<file path="src/rtl/instr_encoder_loader_pkg.sv">
// Shared encodings for the instruction encoder/loader and its decoder counterpart:
// format-class codes, opcode constants, the NOP word and the loader FSM states.
package instr_encoder_loader_pkg;

  localparam logic [2:0] KIND_I = 3'b000;
  localparam logic [2:0] KIND_S = 3'b001;
  localparam logic [2:0] KIND_B = 3'b010;
  localparam logic [2:0] KIND_U = 3'b011;
  localparam logic [2:0] KIND_J = 3'b100;
  localparam logic [2:0] KIND_R = 3'b111;

  localparam logic [6:0] OP_IMM  = 7'b0010011;
  localparam logic [6:0] OP_REG  = 7'b0110011;
  localparam logic [6:0] OP_STORE = 7'b0100011;
  localparam logic [6:0] OP_BRANCH = 7'b1100011;
  localparam logic [6:0] OP_LUI  = 7'b0110111;
  localparam logic [6:0] OP_JAL  = 7'b1101111;

  localparam logic [2:0] F3_SLL = 3'b001;
  localparam logic [2:0] F3_SRX = 3'b101;

  localparam logic [31:0] NOP_WORD = 32'h0000_0013;

  typedef enum logic [1:0] {
    ST_IDLE = 2'd0,
    ST_LOAD = 2'd1,
    ST_DONE = 2'd2
  } state_t;

endpackage

</file>
<file path="src/rtl/instr_encoder_loader_pack.sv">
// Combinational field-to-word packer for RV32I formats; illegal kinds yield a NOP.
module instr_encoder_loader_pack
  import instr_encoder_loader_pkg::*;
(
  input  logic [2:0]  kind,
  input  logic [6:0]  opcode,
  input  logic [4:0]  rd,
  input  logic [4:0]  rs1,
  input  logic [4:0]  rs2,
  input  logic [2:0]  funct3,
  input  logic [6:0]  funct7,
  input  logic [31:0] imm,
  output logic [31:0] word,
  output logic        illegal
);

  always_comb begin
    word    = NOP_WORD;
    illegal = 1'b0;
    case (kind)
      KIND_R: word = {funct7, rs2, rs1, funct3, rd, opcode};
      KIND_I: begin
        // Immediate shifts carry funct7 in the upper bits and a 5-bit shamt
        if (opcode == OP_IMM && (funct3 == F3_SLL || funct3 == F3_SRX))
          word = {funct7, imm[4:0], rs1, funct3, rd, opcode};
        else
          word = {imm[11:0], rs1, funct3, rd, opcode};
      end
      KIND_S: word = {imm[11:5], rs2, rs1, funct3, imm[4:0], opcode};
      KIND_B: word = {imm[12], imm[10:5], rs2, rs1, funct3, imm[4:1], imm[11], opcode};
      KIND_U: word = {imm[31:12], rd, opcode};
      KIND_J: word = {imm[20], imm[10:1], imm[11], imm[19:12], rd, opcode};
      default: illegal = 1'b1;
    endcase
  end

endmodule

</file>
<file path="src/rtl/instr_encoder_loader.sv">
// Accepts decoded instruction beats, encodes them and writes them sequentially into
// instruction memory; holds the core until the program is fully loaded.
module instr_encoder_loader
  import instr_encoder_loader_pkg::*;
#(
  parameter int DEPTH  = 64,
  parameter int ADDR_W = 6
) (
  input  logic              clk,
  input  logic              reset,
  input  logic              start,
  input  logic              in_valid,
  output logic              in_ready,
  input  logic [2:0]        in_kind,
  input  logic [6:0]        in_opcode,
  input  logic [4:0]        in_rd,
  input  logic [4:0]        in_rs1,
  input  logic [4:0]        in_rs2,
  input  logic [2:0]        in_funct3,
  input  logic [6:0]        in_funct7,
  input  logic [31:0]       in_imm,
  input  logic              in_last,
  output logic              imem_we,
  output logic [ADDR_W-1:0] imem_addr,
  output logic [31:0]       imem_wdata,
  output logic              cpu_hold,
  output logic              done,
  output logic              err_full,
  output logic              err_kind,
  output logic [ADDR_W:0]   word_count
);

  localparam logic [ADDR_W:0] DEPTH_CNT = (ADDR_W+1)'(DEPTH);

  state_t      state, state_nxt;
  logic        last_seen;
  logic        accept;
  logic        start_load;
  logic [31:0] packed_word;
  logic        kind_illegal;

  instr_encoder_loader_pack u_pack (
    .kind    (in_kind),
    .opcode  (in_opcode),
    .rd      (in_rd),
    .rs1     (in_rs1),
    .rs2     (in_rs2),
    .funct3  (in_funct3),
    .funct7  (in_funct7),
    .imm     (in_imm),
    .word    (packed_word),
    .illegal (kind_illegal)
  );

  assign in_ready   = (state == ST_LOAD) && !last_seen && (word_count < DEPTH_CNT);
  assign accept     = in_valid && in_ready;
  assign start_load = start && (state != ST_LOAD);
  assign done       = (state == ST_DONE);
  assign cpu_hold   = (state != ST_DONE);

  always_comb begin
    state_nxt = state;
    case (state)
      ST_IDLE: if (start) state_nxt = ST_LOAD;
      // Leave LOAD one cycle after the final write is presented on the port
      ST_LOAD: if (last_seen || word_count == DEPTH_CNT) state_nxt = ST_DONE;
      ST_DONE: if (start) state_nxt = ST_LOAD;
      default: state_nxt = ST_IDLE;
    endcase
  end

  always_ff @(posedge clk or negedge reset) begin
    if (!reset) begin
      state      <= ST_IDLE;
      last_seen  <= 1'b0;
      imem_we    <= 1'b0;
      imem_addr  <= '0;
      imem_wdata <= '0;
      err_full   <= 1'b0;
      err_kind   <= 1'b0;
      word_count <= '0;
    end else begin
      state   <= state_nxt;
      imem_we <= 1'b0;
      if (start_load) begin
        last_seen  <= 1'b0;
        imem_addr  <= '0;
        err_full   <= 1'b0;
        err_kind   <= 1'b0;
        word_count <= '0;
      end else if (accept) begin
        imem_we    <= 1'b1;
        imem_addr  <= word_count[ADDR_W-1:0];
        imem_wdata <= packed_word;
        word_count <= word_count + 1'b1;
        if (in_last)      last_seen <= 1'b1;
        if (kind_illegal) err_kind  <= 1'b1;
        if (!in_last && word_count == DEPTH_CNT - 1'b1) err_full <= 1'b1;
      end
    end
  end

endmodule

</file>
<file path="config.mk">
export PLATFORM = sky130hd
export DESIGN_NAME = instr_encoder_loader
export DESIGN_NICKNAME = d
export VERILOG_FILES = /design/src/rtl/instr_encoder_loader_pkg.sv /design/src/rtl/instr_encoder_loader_pack.sv /design/src/rtl/instr_encoder_loader.sv
export SDC_FILE = /design/constraint.sdc
export NUM_CORES = 1
export LEC_CHECK = 0
export BUFFER_PORTS_ARGS = -buffer_cell sky130_fd_sc_hd__buf_2
export CORE_MARGIN = 2
export CORE_UTILIZATION = 31
export DETAILED_ROUTE_END_ITERATION = 8
export GPL_TIMING_DRIVEN = 0
export PLACE_DENSITY_LB_ADDON = 0.2
export REMOVE_ABC_BUFFERS = 1
export SKIP_CTS_REPAIR_TIMING = 1
export SLEW_MARGIN = 5
export SYNTH_ARGS = -nofsm -noshare
export SYNTH_HDL_FRONTEND = slang
export SYNTH_HIERARCHICAL = 1
export SYNTH_SLANG_ARGS = --single-unit
export TNS_END_PERCENT = 1
</file>
<file path="constraint.sdc">
create_clock -name clk -period 5.7 [get_ports clk]
set_input_delay 1.14 -clock clk [delete_from_list [all_inputs] [get_ports clk]]
set_output_delay 1.14 -clock clk [all_outputs]
set_load 0.02 [all_outputs]
</file>
==> run_summary.xml, run 1 <==
<?xml version="1.0" encoding="UTF-8"?>
<metrics>
  <group name="route">
    <metric name="met2_wirelength" unit="mm">3.69</metric>
    <metric name="vias" unit="">2656</metric>
    <metric name="uppermost_metal_layer_occupied_by_signal_nets" unit="">met4</metric>
    <metric name="drt.antenna.violating_nets" unit="">0</metric>
    <metric name="routed_wl_met3" unit="µm">412</metric>
    <metric name="dr.pass1.iters" unit="">4</metric>
    <metric name="route.detailed.wl_per_inst" unit="µm">15.4</metric>
    <metric name="detail_route.vias_per_cell" unit="">5.06</metric>
    <metric name="drc" unit="">0</metric>
    <metric name="wl" unit="mm">8.06</metric>
    <metric name="drt_iter0_drc" unit="">77</metric>
    <metric name="m1WireLength" unit="mm">3.77</metric>
  </group>
  <group name="timing">
    <metric name="report.final.slew_viol_count" unit="">0</metric>
    <metric name="timing.final.crit_share" unit="%">56.2</metric>
    <metric name="timing.final.ws_setup" unit="ps">2500</metric>
    <metric name="max_slew.worst_pin.slew" unit="ps">898</metric>
    <metric name="finalWorstPathRequiredPeriod" unit="ps">3200</metric>
    <metric name="finalHoldViolations" unit="">0</metric>
    <metric name="timing.fmax" unit="MHz">312</metric>
    <metric name="finalSetupViolCount" unit="">0</metric>
    <metric name="timing.max_slew.rel_slack" unit="%">39.9</metric>
    <metric name="timing.setup.tns" unit="ps">0</metric>
    <metric name="unrepaired_setup_endpoints_after_global_routing" unit="">false</metric>
    <metric name="min_hold_slack" unit="ps">491</metric>
    <metric name="post_route_skew" unit="ps">9.54</metric>
  </group>
  <group name="worst_setup_path">
    <metric name="slowest_delay" unit="ps">730</metric>
    <metric name="critical_path.max_fanout" unit="">16</metric>
    <metric name="crit-reg2reg-capture" unit="">imem_wdata[5]$_DFFE_PN0P_</metric>
    <metric name="timing.critical_path.from" unit="">in_kind[1]</metric>
    <metric name="cp_top_family" unit="">simple AND/OR/NAND/NOR gates</metric>
    <metric name="timing_worst_setup_path_type" unit="">primary input to flop</metric>
    <metric name="startpoint_of_the_lowest_slack_register_to_register_path" unit="">word_count[6]$_DFFE_PN0P_</metric>
    <metric name="cp-start-kind" unit="">primary input</metric>
    <metric name="reg2regPathDepth" unit="">3</metric>
    <metric name="required" unit="ps">5900</metric>
    <metric name="cp_cell_sequence" unit="">buf_2 &gt; nor2_1 &gt; and4_1 &gt; nor3_4 &gt; a221o_1 &gt; mux2_2</metric>
    <metric name="r2r_setup_slack" unit="ps">3250</metric>
    <metric name="cp_num_buf_inv" unit="">1</metric>
    <metric name="critPathCaptureType" unit="">flop</metric>
    <metric name="critPathSlowestCell" unit="">nor2_1</metric>
    <metric name="critical_path_arrival" unit="ps">3400</metric>
  </group>
  <group name="run">
    <metric name="max-cap-violations" unit="">0</metric>
  </group>
  <group name="grt">
    <metric name="grt_pass1_wl" unit="mm">12.9</metric>
    <metric name="maximum_number_of_pins_on_one_net_before_global_route_repair" unit="">52</metric>
    <metric name="global_route.usage.total" unit="%">15.5</metric>
    <metric name="globalRoute.totalOverflow" unit="">0</metric>
    <metric name="grt_pass1_vias" unit="">2567</metric>
    <metric name="antenna_found_initial" unit="">0</metric>
  </group>
  <group name="clock_tree">
    <metric name="tritoncts" unit="">built</metric>
    <metric name="cts_sinks" unit="">51</metric>
    <metric name="cts_max_path_buffers" unit="">2</metric>
    <metric name="cts_root_buf" unit="">clkbuf_8</metric>
    <metric name="insertion_delay" unit="ps">300</metric>
    <metric name="path_clk_slew" unit="ps">90</metric>
    <metric name="number_of_buffers_added_by_the_clock_tree_synthesis_step" unit="">5</metric>
    <metric name="ctsHtreeMaxLevel" unit="">2</metric>
  </group>
  <group name="hold_path">
    <metric name="worst_hold_path.endpoint" unit="">imem_wdata[8]$_DFFE_PN0P_</metric>
    <metric name="holdCritPathClass" unit="">flop to flop</metric>
    <metric name="min-delay-start" unit="">imem_wdata[8]$_DFFE_PN0P_</metric>
    <metric name="hold_path_depth" unit="">1</metric>
  </group>
  <group name="placed_design">
    <metric name="hpwl" unit="mm">5.70</metric>
    <metric name="place.gp.congestion" unit="">0.871</metric>
    <metric name="placed_cells_incl_taps" unit="">517</metric>
    <metric name="io_buffers" unit="">122</metric>
    <metric name="post-place-ws" unit="ps">2180</metric>
    <metric name="dpl-instance-area" unit="mm²">0.00363</metric>
  </group>
  <group name="synthesis">
    <metric name="syn-mean-instance-area" unit="µm²">10.5</metric>
    <metric name="sequential_cell_area_fraction_in_the_yosys_report" unit="%">42.4</metric>
    <metric name="yosysWarningCount" unit="">6</metric>
    <metric name="ys_ff_latch" unit="">51</metric>
    <metric name="post_synth_cell_types" unit="">51</metric>
    <metric name="syn-cell-area" unit="mm²">0.00301</metric>
    <metric name="synthCells" unit="">286</metric>
  </group>
  <group name="floorplanning">
    <metric name="ios" unit="">123</metric>
    <metric name="start_util" unit="%">32.3</metric>
    <metric name="row_count" unit="">35</metric>
    <metric name="die_h" unit="µm">103</metric>
    <metric name="core_area" unit="mm²">0.00933</metric>
    <metric name="die_width" unit="µm">103</metric>
    <metric name="fp.dieArea" unit="mm²">0.0105</metric>
  </group>
  <group name="power">
    <metric name="power.ir.vdd_worst" unit="µV">184</metric>
    <metric name="power_density" unit="mW/mm²">422</metric>
    <metric name="cellLeakagePower" unit="nW">1.86</metric>
    <metric name="power.total" unit="mW">1.58</metric>
  </group>
  <group name="layout">
    <metric name="final_nets" unit="">469</metric>
    <metric name="num_antenna_cells" unit="">0</metric>
    <metric name="mostFrequentLayoutCell" unit="">buf_2</metric>
    <metric name="fillers" unit="">950</metric>
    <metric name="final_core_utilization" unit="%">40.0</metric>
    <metric name="finished_layout_cell_area" unit="mm²">0.00373</metric>
    <metric name="most-common-layout-cells" unit="">121 x buf_2, 51 x dfrtp_1, 33 x nand2_1</metric>
    <metric name="drive_above_1_share" unit="%">42.7</metric>
    <metric name="finish.cell_count_without_fillers" unit="">525</metric>
    <metric name="area_growth" unit="%">24.0</metric>
  </group>
  <group name="outcome">
    <metric name="status" unit="">complete, no violations</metric>
  </group>
</metrics>
## routing by layer
layer | vias to the layer above | GRT usage (%)
li1 | 1275 | -
met1 | 1283 | 21.0
met2 | 85 | 24.8
met3 | 13 | 2.85
met4 | 0 | 6.15
met5 | - | 0
## cell usage after synthesis, drive strengths merged
library cell  instances  share of area, %
dfrtp                51                42
mux2                 35                13
nand2                33               4.1
nor2                 18               2.8
o21ai                17               2.8
buf                  14               4.2
a31oi                11               2.3
mux2i                11               3.7
inv                  10               1.2
a221o                 9               3.0
a221oi                9               2.6
a22o                  7               2.0
and2                  6               1.2
clkbuf                6              0.75
nand3                 6               1.0
a22oi                 5               1.7
nand2b                5               1.0
a21oi                 3              0.50
and4                  3              0.87
ha                    2              0.83
nand4                 2              0.42
nor4b                 2              0.79
a32oi                 1              0.29
and2b                 1              0.25
and3                  1              0.21
and4b                 1              0.33
clkinv                1              0.54
nand3b                1              0.25
nand4b                1              0.29
nor2b                 1              0.21
nor3                  1              0.54
nor3b                 1              0.25
nor4                  1              0.21
nor4bb                1              0.33
o2111ai               1              0.29
o211ai                1              0.42
o22ai                 1              0.21
o2bb2ai               1              0.29
o31ai                 1              0.25
or2b                  1              0.25
or4                   1              0.37
or4b                  1              0.33
xnor2                 1              0.54
## worst max-delay path by stage
stage / cells past startpoint / end / slack (ps)
2_1_floorplan: 5 / imem_wdata[25]$_DFFE_PN0P_ / 2980
3_3_place_gp: 6 / imem_wdata[29]$_DFFE_PN0P_ / 2160
3_5_place_dp: 6 / imem_wdata[29]$_DFFE_PN0P_ / 2180
4_1_cts: 6 / imem_wdata[29]$_DFFE_PN0P_ / 2510
5_1_grt: 6 / imem_wdata[30]$_DFFE_PN0P_ / 2380
6_report: 6 / imem_wdata[29]$_DFFE_PN0P_ / 2500
## cell type report
class / count / area (µm²) / area share [%]
Clock inverter: 1 / 8.76 / 0.235
Timing Repair Buffer: 122 / 613 / 16.4
Tap cell: 129 / 161 / 4.32
Multi-Input combinational cell: 204 / 1530 / 41.1
Sequential cell: 51 / 1280 / 34.2
Clock buffer: 7 / 86.3 / 2.31
Inverter: 11 / 53.8 / 1.44
## power by group
group	switching (mW)	internal, mW
registers	0.0797	0.503
logic	0.456	0.311
clock network	0.126	0.0999
total	0.661	0.914
## worst reg2reg max path: stages, from the launching register on
cell	delay [ps]
dfrtp_1	440
or4b_1	790
nor2_8	690
mux2_2	420
## state kept, by name, summed over array words and instances, names as in the netlist
signal,flops
imem_wdata,32
word_count,7
imem_addr,6
state,2
err_full,1
err_kind,1
imem_we,1
last_seen,1
## logic make-up after synthesis
| group | after synthesis | synth area share, % |
|---|---|---|
| xor gates and xnor gates | 1 | 0.540 |
| buffers and inverters | 31 | 6.69 |
| adders and majority gates | 2 | 0.831 |
| muxes | 46 | 16.7 |
| and+or+nand+nor | 88 | 16.1 |
| DFF | 51 | 42.4 |
| AOI/OAI and AO/OA | 67 | 16.7 |
No activity file was read; power rests on OpenSTA's default activity.
==> run 2: changes to the inputs <==
- clock period: 5.7 -> 2.7 ns (I/O delays scaled with it)
==> run 2 against run 1 <==
- first-iteration DRC count down 12%
- largest power group unchanged
- core utilization about the same
- count of clock-buffer cells in the layout unchanged
- critical endpoint is now imem_wdata[5]$_DFFE_PN0P_
- worst setup slack worse by 2300 ps
- die area unchanged
- worst hold slack worse by 230 ps
==> run_summary.xml, run 2 (same netlist as run 1, synthesis figures left out) <==
<?xml version="1.0" encoding="UTF-8"?>
<metrics>
  <group name="timing">
    <metric name="post_route_skew" unit="ps">9.40</metric>
    <metric name="report.final.slew_viol_count" unit="">0</metric>
    <metric name="timing.final.crit_share" unit="%">90.9</metric>
    <metric name="finalSetupViolCount" unit="">0</metric>
    <metric name="unrepaired_setup_endpoints_after_global_routing" unit="">false</metric>
    <metric name="finalWorstPathRequiredPeriod" unit="ps">2450</metric>
    <metric name="max_slew.worst_pin.slew" unit="ps">765</metric>
    <metric name="finalHoldViolations" unit="">0</metric>
    <metric name="timing.fmax" unit="MHz">408</metric>
    <metric name="timing.setup.tns" unit="ps">0</metric>
    <metric name="timing.max_slew.rel_slack" unit="%">49.0</metric>
  </group>
  <group name="worst_setup_path">
    <metric name="critical_path.max_fanout" unit="">45</metric>
    <metric name="required" unit="ps">2880</metric>
    <metric name="crit-reg2reg-capture" unit="">imem_wdata[5]$_DFFE_PN0P_</metric>
    <metric name="startpoint_of_the_lowest_slack_register_to_register_path" unit="">word_count[6]$_DFFE_PN0P_</metric>
    <metric name="timing_worst_setup_path_type" unit="">flop to flop</metric>
    <metric name="critPathCaptureType" unit="">flop</metric>
    <metric name="critical_path_arrival" unit="ps">2640</metric>
    <metric name="cp_cell_sequence" unit="">or4b_1 &gt; nor2_8 &gt; mux2_2</metric>
    <metric name="reg2regPathDepth" unit="">3</metric>
    <metric name="cp-start-kind" unit="">flop</metric>
    <metric name="slowest_delay" unit="ps">780</metric>
    <metric name="critPathSlowestCell" unit="">or4b_1</metric>
    <metric name="r2r_setup_slack" unit="ps">250</metric>
  </group>
  <group name="clock_tree">
    <metric name="number_of_buffers_added_by_the_clock_tree_synthesis_step" unit="">5</metric>
    <metric name="cts_root_buf" unit="">clkbuf_8</metric>
    <metric name="tritoncts" unit="">built</metric>
    <metric name="insertion_delay" unit="ps">300</metric>
    <metric name="cts_sinks" unit="">51</metric>
    <metric name="ctsHtreeMaxLevel" unit="">2</metric>
    <metric name="cts_max_path_buffers" unit="">2</metric>
    <metric name="path_clk_slew" unit="ps">100</metric>
  </group>
  <group name="layout">
    <metric name="largest_register_ff_count" unit="">32</metric>
    <metric name="final_nets" unit="">469</metric>
    <metric name="finish.cell_count_without_fillers" unit="">525</metric>
    <metric name="most-common-layout-cells" unit="">121 x buf_2, 51 x dfrtp_1, 33 x nand2_1</metric>
    <metric name="area_growth" unit="%">24.1</metric>
    <metric name="mostFrequentLayoutCell" unit="">buf_2</metric>
    <metric name="largest_registers" unit="">imem_wdata (32), word_count (7), imem_addr (6)</metric>
    <metric name="regMostFlops" unit="">imem_wdata</metric>
    <metric name="num_antenna_cells" unit="">0</metric>
    <metric name="drive_above_1_share" unit="%">42.9</metric>
  </group>
  <group name="floorplanning">
    <metric name="die_h" unit="µm">103</metric>
    <metric name="die_width" unit="µm">103</metric>
    <metric name="ios" unit="">123</metric>
    <metric name="row_count" unit="">35</metric>
    <metric name="core_area" unit="mm²">0.00933</metric>
    <metric name="fp.dieArea" unit="mm²">0.0105</metric>
    <metric name="start_util" unit="%">32.3</metric>
  </group>
  <group name="grt">
    <metric name="grt_pass1_wl" unit="mm">12.9</metric>
    <metric name="grt_pass1_vias" unit="">2567</metric>
    <metric name="globalRoute.totalOverflow" unit="">0</metric>
    <metric name="global_route.usage.total" unit="%">15.5</metric>
    <metric name="maximum_number_of_pins_on_one_net_before_global_route_repair" unit="">52</metric>
    <metric name="antenna_found_initial" unit="">0</metric>
  </group>
  <group name="route">
    <metric name="drt.antenna.violating_nets" unit="">0</metric>
    <metric name="route.detailed.wl_per_inst" unit="µm">15.4</metric>
    <metric name="met2_wirelength" unit="mm">3.70</metric>
    <metric name="routed_wl_met3" unit="µm">395</metric>
    <metric name="uppermost_metal_layer_occupied_by_signal_nets" unit="">met4</metric>
    <metric name="vias" unit="">2679</metric>
    <metric name="m1WireLength" unit="mm">3.78</metric>
    <metric name="drc" unit="">0</metric>
    <metric name="drt_iter0_drc" unit="">68</metric>
    <metric name="detail_route.vias_per_cell" unit="">5.10</metric>
    <metric name="wl" unit="mm">8.07</metric>
    <metric name="dr.pass1.iters" unit="">4</metric>
  </group>
  <group name="placed_design">
    <metric name="placed_cells_incl_taps" unit="">517</metric>
    <metric name="hpwl" unit="mm">5.70</metric>
    <metric name="place.gp.congestion" unit="">0.871</metric>
    <metric name="io_buffers" unit="">122</metric>
  </group>
  <group name="power">
    <metric name="power.total" unit="mW">3.32</metric>
    <metric name="cellLeakagePower" unit="nW">1.86</metric>
    <metric name="power_density" unit="mW/mm²">890</metric>
    <metric name="power.ir.vdd_worst" unit="µV">388</metric>
  </group>
  <group name="outcome">
    <metric name="status" unit="">complete, no violations</metric>
  </group>
  <group name="run">
    <metric name="max-cap-violations" unit="">0</metric>
  </group>
  <group name="hold_path">
    <metric name="holdCritPathClass" unit="">primary input to asynchronous set/reset pin</metric>
  </group>
</metrics>
run 2: cell counts in the layout (fill, tap and decap cells not counted):
No cell type changed its count.
run 2: layout make-up:
| class | count | area (µm²) |
|---|---|---|
| Clock inverter | 1 | 8.76 |
| Tap cell | 129 | 161 |
| Inverter | 11 | 53.8 |
| Clock buffer | 7 | 86.3 |
| Multi-Input combinational cell | 204 | 1540 |
| Timing Repair Buffer | 122 | 613 |
| Fill cell | 951 | 5590 |
| Sequential cell | 51 | 1280 |
run 2: worst max-delay path by stage:
stage	slack [ps]	start	end
final	250	word_count[6]$_DFFE_PN0P_	imem_wdata[5]$_DFFE_PN0P_
after global routing	170	word_count[6]$_DFFE_PN0P_	imem_wdata[31]$_DFFE_PN0P_
after CTS	110	in_kind[1]	imem_wdata[29]$_DFFE_PN0P_
after detailed placement	-220	in_kind[1]	imem_wdata[29]$_DFFE_PN0P_
after global placement	-240	in_kind[1]	imem_wdata[29]$_DFFE_PN0P_
after floorplan	490	word_count[6]$_DFFE_PN0P_	imem_wdata[0]$_DFFE_PN0P_
run 2: power by group:
group	leakage (nW)	internal [mW]	switching (mW)
clock	0.0484	0.211	0.262
combinational	1.16	0.657	0.964
sequential	0.649	1.06	0.168
run 2: layer usage:
layer / global-route usage (%) / vias to the layer above
li1: - / 1277
met1: 21.0 / 1302
met2: 24.8 / 86
met3: 2.85 / 14
met4: 6.15 / 0
met5: 0 / -
run 2: worst max-delay path, delay by kind of cell, from the launching register on:
family / cells / cell delay, ps
and+or+nand+nor: 2 / 1470
DFF: 1 / 440
muxes: 1 / 410
run 2: through the flow:
step	area [µm²]	util [%]	worst slack (ps)	hold WS (ps)
4_1_cts	3730	40.0	112	411
6_report	3730	40.0	247	264
3_3_place_gp	3630	39.0	-244	467
3_5_place_dp	3630	39.0	-223	477
5_1_grt	3730	40.0	169	306
2_1_floorplan	2860	-	492	244
==> run 3: changes to the inputs <==
- CELL_PAD_IN_SITES_DETAIL_PLACEMENT: unset -> 0
- CELL_PAD_IN_SITES_GLOBAL_PLACEMENT: unset -> 1
==> run 3 against run 2 <==
- combinational power about the same
- sequential share of layout area down 0.057 points
- clock power up 4%
- die area unchanged
- global-route usage up 0.39 points
- largest cell class unchanged
==> run_summary.xml, run 3 (same netlist as run 1, synthesis figures left out) <==
<?xml version="1.0" encoding="UTF-8"?>
<metrics>
  <group name="power">
    <metric name="cellLeakagePower" unit="nW">1.86</metric>
    <metric name="power_density" unit="mW/mm²">894</metric>
    <metric name="power.ir.vdd_worst" unit="µV">355</metric>
  </group>
  <group name="layout">
    <metric name="area_growth" unit="%">24.3</metric>
    <metric name="mostFrequentLayoutCell" unit="">buf_2</metric>
    <metric name="final_core_utilization" unit="%">40.1</metric>
    <metric name="largest_registers" unit="">imem_wdata (32), word_count (7), imem_addr (6)</metric>
    <metric name="regMostFlops" unit="">imem_wdata</metric>
    <metric name="largest_register_ff_count" unit="">32</metric>
    <metric name="most-common-layout-cells" unit="">121 x buf_2, 51 x dfrtp_1, 33 x nand2_1</metric>
    <metric name="fillers" unit="">942</metric>
    <metric name="finished_layout_cell_area" unit="mm²">0.00374</metric>
    <metric name="final_nets" unit="">469</metric>
    <metric name="drive_above_1_share" unit="%">43.2</metric>
  </group>
  <group name="clock_tree">
    <metric name="tritoncts" unit="">built</metric>
    <metric name="path_clk_slew" unit="ps">110</metric>
    <metric name="cts_sinks" unit="">51</metric>
    <metric name="insertion_delay" unit="ps">300</metric>
    <metric name="cts_root_buf" unit="">clkbuf_8</metric>
    <metric name="cts_max_path_buffers" unit="">2</metric>
    <metric name="number_of_buffers_added_by_the_clock_tree_synthesis_step" unit="">5</metric>
    <metric name="ctsHtreeMaxLevel" unit="">2</metric>
  </group>
  <group name="timing">
    <metric name="finalSetupViolCount" unit="">0</metric>
    <metric name="timing.max_slew.rel_slack" unit="%">48.8</metric>
    <metric name="max_slew.worst_pin.slew" unit="ps">767</metric>
    <metric name="timing.final.crit_share" unit="%">90.4</metric>
    <metric name="finalHoldViolations" unit="">0</metric>
    <metric name="post_route_skew" unit="ps">8.43</metric>
    <metric name="timing.setup.tns" unit="ps">0</metric>
    <metric name="report.final.slew_viol_count" unit="">0</metric>
    <metric name="unrepaired_setup_endpoints_after_global_routing" unit="">false</metric>
    <metric name="timing.final.ws_setup" unit="ps">259</metric>
    <metric name="timing.fmax" unit="MHz">410</metric>
    <metric name="min_hold_slack" unit="ps">256</metric>
    <metric name="finalWorstPathRequiredPeriod" unit="ps">2440</metric>
  </group>
  <group name="worst_setup_path">
    <metric name="r2r_setup_slack" unit="ps">260</metric>
    <metric name="critPathCaptureType" unit="">flop</metric>
    <metric name="cp-start-kind" unit="">flop</metric>
    <metric name="critical_path_arrival" unit="ps">2630</metric>
    <metric name="critical_path.max_fanout" unit="">45</metric>
    <metric name="required" unit="ps">2890</metric>
    <metric name="timing_worst_setup_path_type" unit="">flop to flop</metric>
  </group>
  <group name="floorplanning">
    <metric name="row_count" unit="">35</metric>
    <metric name="die_h" unit="µm">103</metric>
    <metric name="start_util" unit="%">32.3</metric>
    <metric name="ios" unit="">123</metric>
    <metric name="die_width" unit="µm">103</metric>
    <metric name="fp.dieArea" unit="mm²">0.0105</metric>
    <metric name="core_area" unit="mm²">0.00933</metric>
  </group>
  <group name="route">
    <metric name="vias" unit="">2670</metric>
    <metric name="route.detailed.wl_per_inst" unit="µm">15.8</metric>
    <metric name="drc" unit="">0</metric>
    <metric name="dr.pass1.iters" unit="">4</metric>
    <metric name="wl" unit="mm">8.32</metric>
    <metric name="drt_iter0_drc" unit="">95</metric>
    <metric name="drt.antenna.violating_nets" unit="">0</metric>
    <metric name="detail_route.vias_per_cell" unit="">5.08</metric>
  </group>
  <group name="placed_design">
    <metric name="io_buffers" unit="">122</metric>
    <metric name="place.gp.congestion" unit="">0.752</metric>
    <metric name="post-place-ws" unit="ps">-239</metric>
    <metric name="dpl-instance-area" unit="mm²">0.00363</metric>
    <metric name="hpwl" unit="mm">5.76</metric>
  </group>
  <group name="grt">
    <metric name="antenna_found_initial" unit="">1</metric>
    <metric name="global_route.usage.total" unit="%">15.9</metric>
    <metric name="globalRoute.totalOverflow" unit="">0</metric>
    <metric name="grt_pass1_vias" unit="">2538</metric>
    <metric name="grt_pass1_wl" unit="mm">13.1</metric>
    <metric name="maximum_number_of_pins_on_one_net_before_global_route_repair" unit="">52</metric>
  </group>
  <group name="run">
    <metric name="max-cap-violations" unit="">0</metric>
  </group>
  <group name="hold_path">
    <metric name="holdCritPathClass" unit="">primary input to asynchronous set/reset pin</metric>
  </group>
  <group name="outcome">
    <metric name="status" unit="">complete, no violations</metric>
  </group>
</metrics>
-- run 3: changes by cell type in the layout (fill, tap and decap cells not counted), sizes merged --
cell and change:
clkinvlp +1, clkbuf -1, diode +1
-- run 3: critical path: stages, from the launching register on --
cell and delay (ps):
dfrtp_1 440, or4b_1 770, nor2_8 690, mux2_2 410
-- run 3: final timing paths --
check / start / endpoint / depth (start not counted)
worst max-delay path: word_count[6]$_DFFE_PN0P_ / imem_wdata[24]$_DFFE_PN0P_ / 3
worst min-delay path: reset / imem_wdata[17]$_DFFE_PN0P_ / 1
worst max register to register: word_count[6]$_DFFE_PN0P_ / imem_wdata[24]$_DFFE_PN0P_ / 3
worst min register to register: imem_wdata[8]$_DFFE_PN0P_ / imem_wdata[8]$_DFFE_PN0P_ / 1
max in group asynchronous: reset / imem_wdata[11]$_DFFE_PN0P_ / 1
min in group clk: in_last / err_full$_DFFE_PN0P_ / 2
-- run 3: area by class of cell --
class / count / area (µm²) / share of cell area (%)
timing repair buffer: 122 / 613 / 16.4
antenna: 1 / 2.50 / 0.0669
multi-input combinational: 204 / 1540 / 41.0
clock buffer: 6 / 82.6 / 2.21
clock inverter: 2 / 16.3 / 0.435
tap: 129 / 161 / 4.31
sequential: 51 / 1280 / 34.1
inverter: 11 / 53.8 / 1.44
-- run 3: stage by stage --
stage          power (mW)  instances
2_1_floorplan        2.31        266
3_3_place_gp         2.87        517
3_5_place_dp         2.90        517
4_1_cts              3.39        525
5_1_grt              3.57        526
6_report             3.34        526
-- run 3: layer usage --
| layer | vias up | global-route usage [%] | routed length, µm |
|---|---|---|---|
| met5 | - | 0 | 0 |
| met4 | 0 | 4.92 | 106 |
| met3 | 7 | 3.32 | 548 |
| met2 | 97 | 25.0 | 3800 |
| met1 | 1287 | 22.2 | 3860 |
| li1 | 1279 | - | - |
-- run 3: power breakdown --
| group | switching [mW] | leakage (nW) | internal, mW |
|---|---|---|---|
| logic | 0.958 | 1.16 | 0.657 |
| clock network | 0.280 | 0.0474 | 0.210 |
| registers | 0.177 | 0.649 | 1.06 |
| total | 1.41 | 1.86 | 1.93 |
